`src/rtl/pipe_ctrl.sv`:
```
// Five-stage pipeline controller: stall arbitration, exception/ERET redirect, bus-safe flush deferral.
// Optional STALL_WATCHDOG_EN adds wdog_err, a sticky flag for a stall that never releases.
module pipe_ctrl #(
  parameter logic [31:0] EXC_BASE      = 32'h80000000,
  parameter logic [31:0] GEN_OFFSET    = 32'h00000180,
  parameter logic [31:0] REFILL_OFFSET = 32'h00000000
) (
  input  logic        clk,
  input  logic        rst,
  input  logic        stallreq_if,
  input  logic        stallreq_id,
  input  logic        stallreq_ex,
  input  logic        stallreq_mem,
  input  logic        bus_busy,
  input  logic [31:0] excepttype_i,
  input  logic [31:0] cp0_epc_i,
  output logic [5:0]  stall,
  output logic        flush,
  output logic [31:0] new_pc,
`ifdef STALL_WATCHDOG_EN
  output logic        wdog_err,
`endif
  output logic [31:0] stall_cycles
);

  typedef enum logic [1:0] {RUN, WAIT_BUS, FLUSH} state_e;

  state_e      state_q, state_d;
  logic [31:0] code_q, code_d;
  logic [31:0] epc_q, epc_d;
  logic [31:0] stall_cycles_q;

  function automatic logic [31:0] vec_target(input logic [31:0] code, input logic [31:0] epc);
    logic [31:0] tgt;
    case (code)
      32'h2, 32'h3: tgt = EXC_BASE + REFILL_OFFSET;
      32'he:        tgt = epc;
      default:      tgt = EXC_BASE + GEN_OFFSET;
    endcase
    return tgt;
  endfunction

  always_comb begin
    state_d = state_q;
    code_d  = code_q;
    epc_d   = epc_q;
    stall   = 6'b000000;
    flush   = 1'b0;
    new_pc  = 32'h0;
    case (state_q)
      RUN: begin
        if (excepttype_i != 32'h0) begin
          if (!bus_busy) begin
            flush  = 1'b1;
            new_pc = vec_target(excepttype_i, cp0_epc_i);
          end else begin
            // EPC is captured now so an ERET returns to the address seen at acceptance.
            stall   = 6'b111111;
            code_d  = excepttype_i;
            epc_d   = cp0_epc_i;
            state_d = WAIT_BUS;
          end
        end else if (stallreq_mem) begin
          stall = 6'b011111;
        end else if (stallreq_ex) begin
          stall = 6'b001111;
        end else if (stallreq_id) begin
          stall = 6'b000111;
        end else if (stallreq_if) begin
          stall = 6'b000011;
        end
      end
      WAIT_BUS: begin
        stall = 6'b111111;
        if (!bus_busy) state_d = FLUSH;
      end
      FLUSH: begin
        flush   = 1'b1;
        new_pc  = vec_target(code_q, epc_q);
        state_d = RUN;
      end
      default: state_d = RUN;
    endcase
    if (rst) begin
      stall  = 6'b000000;
      flush  = 1'b0;
      new_pc = 32'h0;
    end
  end

  always_ff @(posedge clk) begin
    if (rst) begin
      state_q        <= RUN;
      code_q         <= 32'h0;
      epc_q          <= 32'h0;
      stall_cycles_q <= 32'h0;
    end else begin
      state_q <= state_d;
      code_q  <= code_d;
      epc_q   <= epc_d;
      if (stall != 6'b000000) stall_cycles_q <= stall_cycles_q + 32'h1;
    end
  end

  assign stall_cycles = stall_cycles_q;

`ifdef STALL_WATCHDOG_EN
  logic [15:0] wdog_cnt_q;
  logic        wdog_err_q;

  always_ff @(posedge clk) begin
    if (rst) begin
      wdog_cnt_q <= 16'h0;
      wdog_err_q <= 1'b0;
    end else begin
      if (stall != 6'b000000 && !flush) begin
        if (wdog_cnt_q != 16'hFFFF) wdog_cnt_q <= wdog_cnt_q + 16'h1;
      end else begin
        wdog_cnt_q <= 16'h0;
      end
      if (wdog_cnt_q == 16'hFFFF) wdog_err_q <= 1'b1;
    end
  end

  assign wdog_err = wdog_err_q;
`endif

endmodule

```
`config.mk`:
```
export PLATFORM = sky130hd
export DESIGN_NAME = pipe_ctrl
export DESIGN_NICKNAME = d
export VERILOG_FILES = /design/src/rtl/pipe_ctrl.sv
export SDC_FILE = /design/constraint.sdc
export NUM_CORES = 1
export LEC_CHECK = 0
export BUFFER_PORTS_ARGS = -buffer_cell sky130_fd_sc_hd__buf_2
export CAP_MARGIN = 20
export CORE_ASPECT_RATIO = 0.9
export CORE_MARGIN = 3
export CORE_UTILIZATION = 45
export DETAILED_ROUTE_END_ITERATION = 10
export PLACE_DENSITY = 0.71
export SLEW_MARGIN = 30
export SYNTH_ARGS = -nofsm -noshare
export SYNTH_HDL_FRONTEND = slang
export SYNTH_SLANG_ARGS = --single-unit
```
`constraint.sdc`:
```
create_clock -name clk -period 2.8 [get_ports clk]
set_input_delay 0.56 -clock clk [delete_from_list [all_inputs] [get_ports clk]]
set_output_delay 0.56 -clock clk [all_outputs]
set_load 0.03 [all_outputs]
```
# After elaboration in Yosys (flattened, before gate mapping)
# Cells that the tools add are included.
[classes]
shifts = 0
mux = 22
n_eq_ne = 11
n_mul = 0
magnitude_cmp = 0
add_sub_neg = 1
bitwise = 0
reduce_logical = 7
div = 0
[op_table]
columns = ["cell", "count"]
rows = [
  ["$pmux W32 S2", 3],
  ["$eq A32 B2 Y1 const B", 4],
  ["$mux W32", 3],
  ["$eq A32 B4 Y1 const B", 2],
  ["$add A32 B1 Y32 const B", 1],
  ["$reduce_bool A32 Y1", 1],
  ["$mux W6", 3],
  ["$pmux W6 S2", 1],
  ["$mux W2", 4],
  ["$ne A2 B2 Y1 const B", 3],
  ["$reduce_and A3 Y1", 2],
  ["$reduce_bool A6 Y1", 1],
  ["$mux W5", 1],
  ["$mux W4", 1],
  ["$pmux W2 S2", 1],
  ["$reduce_or A2 Y1", 2],
  ["$mux W1", 3],
  ["$mux W3", 1],
  ["$eq A2 B1 Y1 const B", 1],
  ["$eq A2 B2 Y1 const B", 1],
  ["$logic_not A2 Y1", 1],
  ["$pmux W1 S2", 1],
]
[word_totals]
mem_bits_ro = 0
wordCells = 45
in_bits = 71
memories = 0
ramBits = 0
latchBits = 0
output_inout_bits = 71
reg_bits = 98

# Logic depth before layout (Yosys ltp)
# Gate-level depths: netlist of the first run.
[depth]
word_depth = 8
mapped_depth = 9

# Worst setup path before layout of the first run
# OpenSTA, ideal clock, no wires.
[synth_path]
path_type = "input to output"
start = "input port excepttype_i[26]"
end = "output port new_pc[21]"
arrival_time_ns = 2.216
stages = 7
slack_ns = 0.024
required_time_ns = 2.240
path_cell_list = "nor4_1 nand4_1 nand4b_1 nor4_1 buf_2 buf_4 a22o_1"
[synth_via]
elab_chain_len = 7
[synth_rtl]
columns = ["element", "line_no", "source"]
rows = [
  ["start, declared", "15", "input logic [31:0] excepttype_i,"],
  ["$eq A32 B2 Y1", "35", "case (code)"],
  ["$reduce_or A2 Y1", "35", ""],
  ["$pmux W32 S2", "35", ""],
  ["$mux W32", "53", "if (!bus_busy) begin"],
  ["$mux W32 (*)", "52", "if (excepttype_i != 32'h0) begin"],
  ["$pmux W32 S2 (*)", "50", "case (state_q)"],
  ["$mux W32 (*)", "84", "if (rst) begin"],
  ["end, declared", "19", "output logic [31:0] new_pc,"],
]
# Mark *: on every way between the ends. The rest lies on a longest branch, timed or not.

# Worst setup path in the final report of the first run
[layout_path]
start = "input port excepttype_i[23]"
end = "output port new_pc[25]"
# Same word-level chain as after synthesis.

==> implementation parameters, run 1 <==
Parameter                              Value

Timing
  Setup violators final    7
  Worst slew margin relative to its limit    0.354
  Final cycle utilization of the critical path    1.00
  Min Clock Period, post-route    between 2 and 3 ns
  Final WS setup    -0.00658 ns
  Slew of the pin with the lowest slew margin    approximately 0.97 ns
  Final hold viol count    0
  Maximum operating frequency    0.356 GHz
  Clk_skew    between 0.008 and 0.009 ns
  Max-slew violation count    0
  Unrepaired setup endpoints after global routing    true

Placed design
  Detailed Place HPWL    8.70 mm
  Placed standard-cell area    about 5600 sq um
  Port Buf Inserts    141
  Placer's final routability congestion estimate    0.859

Power
  Relative contribution of sequential cells to total power    0.489
  Relative contribution of combinational cells to total power    0.122
  Ratio of total power to cell area    ~480 nW/um^2
  Final total power    a little over 3 mW
  Switching power share of the total    0.253
  Internal power component    approximately 2.3 mW
  Relative contribution of the clock network to total power    0.389
  Max IR drop VDD    ~0.36 mV
  Leakage    2.54 nW
  Psw    around 0.77 mW

Clock network
  Max Root-Sink Buffers    2
  Clock network latency to the later pin of the worst-skew pair    0.34 ns
  CTS Buf Count    9
  Cell chosen for the clock root    sky130_fd_sc_hd__clkbuf_16
  Number of H-tree levels    3
  Post-CTS Hold Fix Bufs    0
  Clock tree from TritonCTS    done
  Clock tree sinks    between 90 and 100
  Clock-pin transition on the worst setup and hold timing paths    approximately 0.070 ns

Job
  Number of max-capacitance violations reported    0

Routing
  Iteration-0 DRC Markers    337
  Post-detailed-routing wire length    13.1 mm
  Detailed-routing wirelength on met1    5.65 mm
  Highest metal used    met5
  Drt first pass iters    5
  Routed length per placed instance    ~15 microns
  Vias per Instance    around 5.7
  Count of vias placed by the detailed router    4900
  Wire length on met2    6.32 mm
  DR DRC count    0
  Detail Route met3 WL    960 microns
  Remaining antenna violation count    0

Setup path
  Critical setup path kind    primary input to primary output
  Register-to-register setup slack    0.59 ns
  Data required time at the worst endpoint    around 2.2 ns
  Arr. time, crit path    2.25 ns
  Kind of end point of the critical path    primary output
  Type of element launching the critical path    primary input
  Critical path peak fanout    7

Synthesis
  Synthesized netlist net count    around 660
  Library cell with the largest summed area after synthesis    sky130_fd_sc_hd__dfxtp_1
  Number of flops mapped to enable cells by yosys    0
  Number of warnings printed during yosys synthesis    0
  Flip-flop and latch count after synthesis    just under 100
  Most frequent cell after synthesis    sky130_fd_sc_hd__nand2_1
  Share of the synthesized area in the top cell type    0.423
  Sequential-to-total area share from yosys stat    0.423
  Proportion of synthesized flip-flops having asynchronous set or reset    0
  Top cells by area in the synthesized netlist    sky130_fd_sc_hd__dfxtp_1 42%, sky130_fd_sc_hd__nand2_1 12%, sky130_fd_sc_hd__a21oi_1 10%, sky130_fd_sc_hd__a22o_1 5.5%, sky130_fd_sc_hd__o31ai_1 3.1%
  Distinct cell type count after synthesis    50
  Most frequently used flop master after synthesis    sky130_fd_sc_hd__dfxtp_1
  Cell types with the highest counts after synthesis    152 x sky130_fd_sc_hd__nand2_1, 98 x sky130_fd_sc_hd__dfxtp_1, 94 x sky130_fd_sc_hd__a21oi_1, 29 x sky130_fd_sc_hd__a22o_1, 21 x sky130_fd_sc_hd__clkbuf_1
  Avg Inst Size Synth    ~8 sq um
  Synthesized instance count    584
  Cell area after technology mapping    about 4600 sq um

Floorplanning
  Starting density of the core    0.470
  Y dimension of the die    ~100 microns
  Area of the die    between 10000 and 15000 sq um
  Area of the core    around 10000 sq um
  Row Count    34
  Number of placed I/O pins    ~140
  Die width    about 110 microns

Finish
  Proportion of layout cells with a drive suffix above 1    0.310
  Number of filler instances in the final layout    about 840
  Multi-input logic area    2620 sq um
  Sequential cell area in the final layout    1970 sq um
  Nets@finish    roughly 800
  Synthesis-to-finish area growth    36.3%
  Design Area, Final    between 6000 and 7000 sq um

Min path
  Hold Path Class    flop to flop

Outcome
  Outcome    complete, but fails checks
  Failing checks    negative setup slack

Global route
  Global routing usage summed across all routing layers    0.215
  Largest net degree at the start of global routing    between 90 and 100
  Vias in the first global route    4410
  Total grt overflow    0
  Antenna violations before repair    1
  Global-route wire length before repair    ~21 mm
==> cell type report <==
type / instances / share of cell area
Antenna cell: 1 / 0.000396
Inverter: 4 / 0.00237
Sequential cell: 98 / 0.311
Timing Repair Buffer: 179 / 0.201
Clock inverter: 4 / 0.00396
Tap cell: 126 / 0.0249
Multi-Input combinational cell: 439 / 0.414
Clock buffer: 12 / 0.0422
==> flip-flops by register name, indices dropped and copies added, names as in the netlist <==
| register | cells |
|---|---|
| epc_q | 32 |
| state_q | 2 |
| code_q | 32 |
| stall_cycles | 32 |
==> layer usage <==
metal / vias up / global-route usage
li1: 2405 / -
met1: 2313 / 0.275
met2: 164 / 0.367
met3: 16 / 0.0598
met4: 2 / 0.0462
met5: - / 0
==> kinds of logic after synthesis <==
kind of cell / share of synthesized area
buffers and inverters: 0.0515
and+or+nand+nor: 0.278
xor gates and xnor gates: 0.00189
AOI/OAI and AO/OA: 0.231
DFF: 0.423
adders and majority gates: 0.00270
muxes: 0.0119
==> repair_timing <==
item                                    4_1_cts  5_1_grt
endpoints found under the setup margin       35       33
hold endpoints to repair                      0        0
resized for setup                            53       41
pin swaps                                     3        7
setup buffers                                 2        1
gates cloned                                  4        1
==> cell usage in the layout, fill, tap and decap left out, drive strengths merged, types with 15 or more instances in the layout <==
master	instances
a21oi	94
a22o	29
buf	177
dfxtp	98
nand2	152
nand3	15
nor2	21
nor4	17
o31ai	19
or4	15
==> worst max-delay path, cell delays in order <==
cell and delay, ns:
sky130_fd_sc_hd__buf_2 0.12, sky130_fd_sc_hd__nor4_2 0.27, sky130_fd_sc_hd__nand4_1 0.17, sky130_fd_sc_hd__nand4b_1 0.28
sky130_fd_sc_hd__nor4_4 0.22, sky130_fd_sc_hd__buf_4 0.20, sky130_fd_sc_hd__clkbuf_16 0.15, sky130_fd_sc_hd__a22o_1 0.13
sky130_fd_sc_hd__buf_6 0.13
==> final timing paths <==
kind | startpoint | depth (start not counted) | endpoint
worst max register to register | stall_cycles[8] | 5 | stall_cycles[31]
worst min-delay path | epc_q[31] | 2 | epc_q[31]
worst min register to register | epc_q[31] | 2 | epc_q[31]
worst max-delay path | excepttype_i[23] | 9 | new_pc[25]
==> power by group through the flow <==
stage	sequential, mW	combinational, mW	clock (mW)
after floorplan	1.51	0.199	0
after global placement	1.51	0.335	0
after detailed placement	1.52	0.342	0
after CTS	1.49	0.352	1.22
after global routing	1.50	0.410	1.27
final	1.49	0.371	1.19
==> stage by stage <==
step                      TNS (ns)  worst slack, ns  std cells   util  hold slack, ns
after floorplan                  0           0.0245        584      -           0.432
after global placement      -12.24           -0.245        839  0.565           0.442
after detailed placement     -8.74           -0.202        839  0.565           0.449
after CTS                        0         0.000702        861  0.619           0.455
after global routing         -1.85           -0.102        862  0.640           0.461
final                      -0.0361         -0.00658        863  0.641           0.455
Note: power is estimated with default switching activity, not from simulation.
==> run 2: changes to the inputs <==
CORE_UTILIZATION = 35   (was 45)
PLACE_DENSITY = not set   (was 0.71)
==> implementation parameters, run 2 (same netlist as run 1, synthesis figures left out) <==
Parameter                              Value

Clock network
  Cell chosen for the clock root    sky130_fd_sc_hd__clkbuf_16 (unchanged)
  CTS Buf Count    9 (unchanged)
  Post-CTS Hold Fix Bufs    0 (unchanged)
  Max Root-Sink Buffers    2 (unchanged)
  Number of H-tree levels    3 (unchanged)
  Clock network latency to the later pin of the worst-skew pair    0.35 ns (was 0.34 ns)
  Clock-pin transition on the worst setup and hold timing paths    0.07 ns (about the same)
  Clock tree from TritonCTS    done (unchanged)
  Clock tree sinks    98 (unchanged)

Placed design
  Placer's final routability congestion estimate    0.798 (was 0.859)
  Port Buf Inserts    141 (unchanged)
  Detailed Place HPWL    9.35 mm (was 8.70 mm)
  Pre-CTS setup slack    -0.263 ns (was -0.202 ns)

Finish
  Number of filler instances in the final layout    1275 (was 838)
  Nets@finish    801 (was 803)
  Proportion of layout cells with a drive suffix above 1    0.301 (was 0.310)
  Leading cell type in the layout, fill and taps excluded    sky130_fd_sc_hd__nand2_1 (unchanged)
  Antenna cells    0 (was 1)
  Most frequent cells in the layout    152 x sky130_fd_sc_hd__nand2_1, 104 x sky130_fd_sc_hd__buf_2, 98 x sky130_fd_sc_hd__dfxtp_1 (was 151 x sky130_fd_sc_hd__nand2_1, 108 x sky130_fd_sc_hd__buf_2, 95 x sky130_fd_sc_hd__dfxtp_1)
  Synthesis-to-finish area growth    36.1% (was 36.3%)

Floorplanning
  Area of the core    12800 sq um (was 9870 sq um)
  Row Count    39 (was 34)
  Die width    127 microns (was 113 microns)
  Y dimension of the die    115 microns (was 102 microns)
  Number of placed I/O pins    142 (unchanged)
  Area of the die    14700 sq um (was 11600 sq um)
  Starting density of the core    0.361 (was 0.470)

Routing
  Count of vias placed by the detailed router    4766 (was 4900)
  Routed length per placed instance    14.6 microns (was 15.2 microns)
  Vias per Instance    5.31 (was 5.68)
  Iteration-0 DRC Markers    221 (was 337)
  Drt first pass iters    4 (was 5)
  Remaining antenna violation count    0 (unchanged)
  Post-detailed-routing wire length    13.1 mm (about the same)
  DR DRC count    0 (unchanged)

Power
  Max IR drop VDD    0.409 mV (was 0.357 mV)
  Ratio of total power to cell area    503 nW/um^2 (was 483 nW/um^2)
  Final total power    3.18 mW (was 3.05 mW)
  Leakage    2.51 nW (was 2.54 nW)

Global route
  Global-route wire length before repair    21.1 mm (was 20.7 mm)
  Total grt overflow    0 (unchanged)
  Vias in the first global route    4456 (was 4410)
  Largest net degree at the start of global routing    95 (unchanged)
  Global routing usage summed across all routing layers    0.175 (was 0.215)
  Antenna violations before repair    0 (was 1)

Setup path
  Sequence of cells on the critical path    buf_8, nor4_4, buf_4, nand4_1, nand4b_1, nor4_4, buf_12, a22o_1, buf_6 (was buf_2, nor4_2, nand4_1, nand4b_1, nor4_4, buf_4, clkbuf_16, a22o_1, buf_6)
  Register-to-register setup slack    0.69 ns (was 0.59 ns)
  CP max stage cell    sky130_fd_sc_hd__nor4_4 (was sky130_fd_sc_hd__nand4b_1)
  Kind of end point of the critical path    primary output (unchanged)
  Critical path peak fanout    29 (was 7)
  Number of cells on the worst reg-to-reg path    6 (was 5)
  Worst path bufs/invs    4 (unchanged)
  Start point of the critical path    excepttype_i[31] (was excepttype_i[23])
  Critical setup path kind    primary input to primary output (unchanged)
  Cell occurring most often along the worst timing path    sky130_fd_sc_hd__nor4_4
  Type of element launching the critical path    primary input (unchanged)
  Data required time at the worst endpoint    2.24 ns (about the same)
  Arr. time, crit path    2.38 ns (was 2.25 ns)
  Largest stage delay, worst path    0.35 ns (was 0.28 ns)
  Critical register-to-register path endpoint    stall_cycles[30] (was stall_cycles[31])
  Startpoint of the worst register-to-register path    stall_cycles[20] (was stall_cycles[8])
  Crit path max-delay family    simple AND/OR/NAND/NOR gates (unchanged)

Timing
  Final hold viol count    0 (unchanged)
  Setup violators final    29 (was 7)
  Max-slew violation count    0 (unchanged)
  Final cycle utilization of the critical path    1.05 (was 1.00)
  Worst slew margin relative to its limit    0.519 (was 0.354)
  Clk_skew    0.00828 ns (was 0.00802 ns)
  Min Clock Period, post-route    2.94 ns (was 2.81 ns)
  Maximum operating frequency    0.341 GHz (was 0.356 GHz)
  Final WS setup    -0.135 ns (was -0.00658 ns)
  Slew of the pin with the lowest slew margin    0.722 ns (was 0.969 ns)
  Unrepaired setup endpoints after global routing    true (unchanged)
  Setup tns final    -3.12 ns (was -0.0361 ns)

Outcome
  Failing checks    negative setup slack (unchanged)
  Outcome    complete, but fails checks (unchanged)

Min path
  HP Start    excepttype_i[8] (was epc_q[31])
  Cell depth of the worst hold path    3 (was 2)
  Endpoint, Worst Hold    code_q[8] (was epc_q[31])
  Hold Path Class    primary input to flop (was flop to flop)

Job
  Number of max-capacitance violations reported    0 (unchanged)
run 2: cell count changes in the layout (fill, tap and decap cells not counted), sizes merged:
cell / previous run / this run
bufinv: 0 / 2
clkinv: 2 / 3
diode: 1 / 0
clkbuf: 13 / 9
bufbuf: 1 / 0
run 2: layout make-up:
class | count | area, sq um | share of cell area
clock buffer | 9 | 225 | 0.0357
multi-input combinational | 439 | 2550 | 0.404
tap | 164 | 205 | 0.0325
sequential | 98 | 1960 | 0.311
timing repair buffer | 177 | 1260 | 0.200
clock inverter | 7 | 93.8 | 0.0149
inverter | 4 | 15.0 | 0.00238
run 2: where the power goes:
group          total (mW)  switching, mW  internal [mW]
clock                1.32          0.541          0.781
combinational       0.368          0.217          0.151
sequential           1.49         0.0362           1.45
run 2: what timing repair did:
item | in CTS | in global routing
pin swaps | 1 | 5
gates resized for setup | 70 | 22
endpoints found under the setup margin | 36 | 38
buffers inserted | 1 | 2
cloned | 0 | 0
run 2: layer usage:
metal,wire [microns],vias up,track usage
met2,6160,133,0.274
li1,-,2396,-
met5,0,-,0
met3,1070,13,0.0664
met4,143,0,0.0400
met1,5730,2224,0.231
run 2: worst min-delay path, cell delays in order:
cell                      delay (ns)
sky130_fd_sc_hd__buf_6          0.10
sky130_fd_sc_hd__nand2_1        0.05
sky130_fd_sc_hd__a21oi_1        0.05
run 2: worst max path at each step:
stage	to	slack (ns)	depth (start not counted)
after CTS	new_pc[15]	-0.15	9
final	new_pc[17]	-0.14	9
after detailed placement	new_pc[15]	-0.26	8
after global routing	new_pc[21]	-0.22	8
after floorplan	new_pc[21]	0.02	7
after global placement	new_pc[12]	-0.24	8
run 2: stage by stage:
step / utilization / cell area, sq um / std cells / hold slack, ns
after global routing: 0.492 / 6310 / 898 / 0.434
after floorplan: - / 4640 / 584 / 0.432
final: 0.492 / 6310 / 898 / 0.458
after detailed placement: 0.439 / 5640 / 879 / 0.447
after CTS: 0.483 / 6200 / 896 / 0.439
after global placement: 0.439 / 5640 / 879 / 0.442
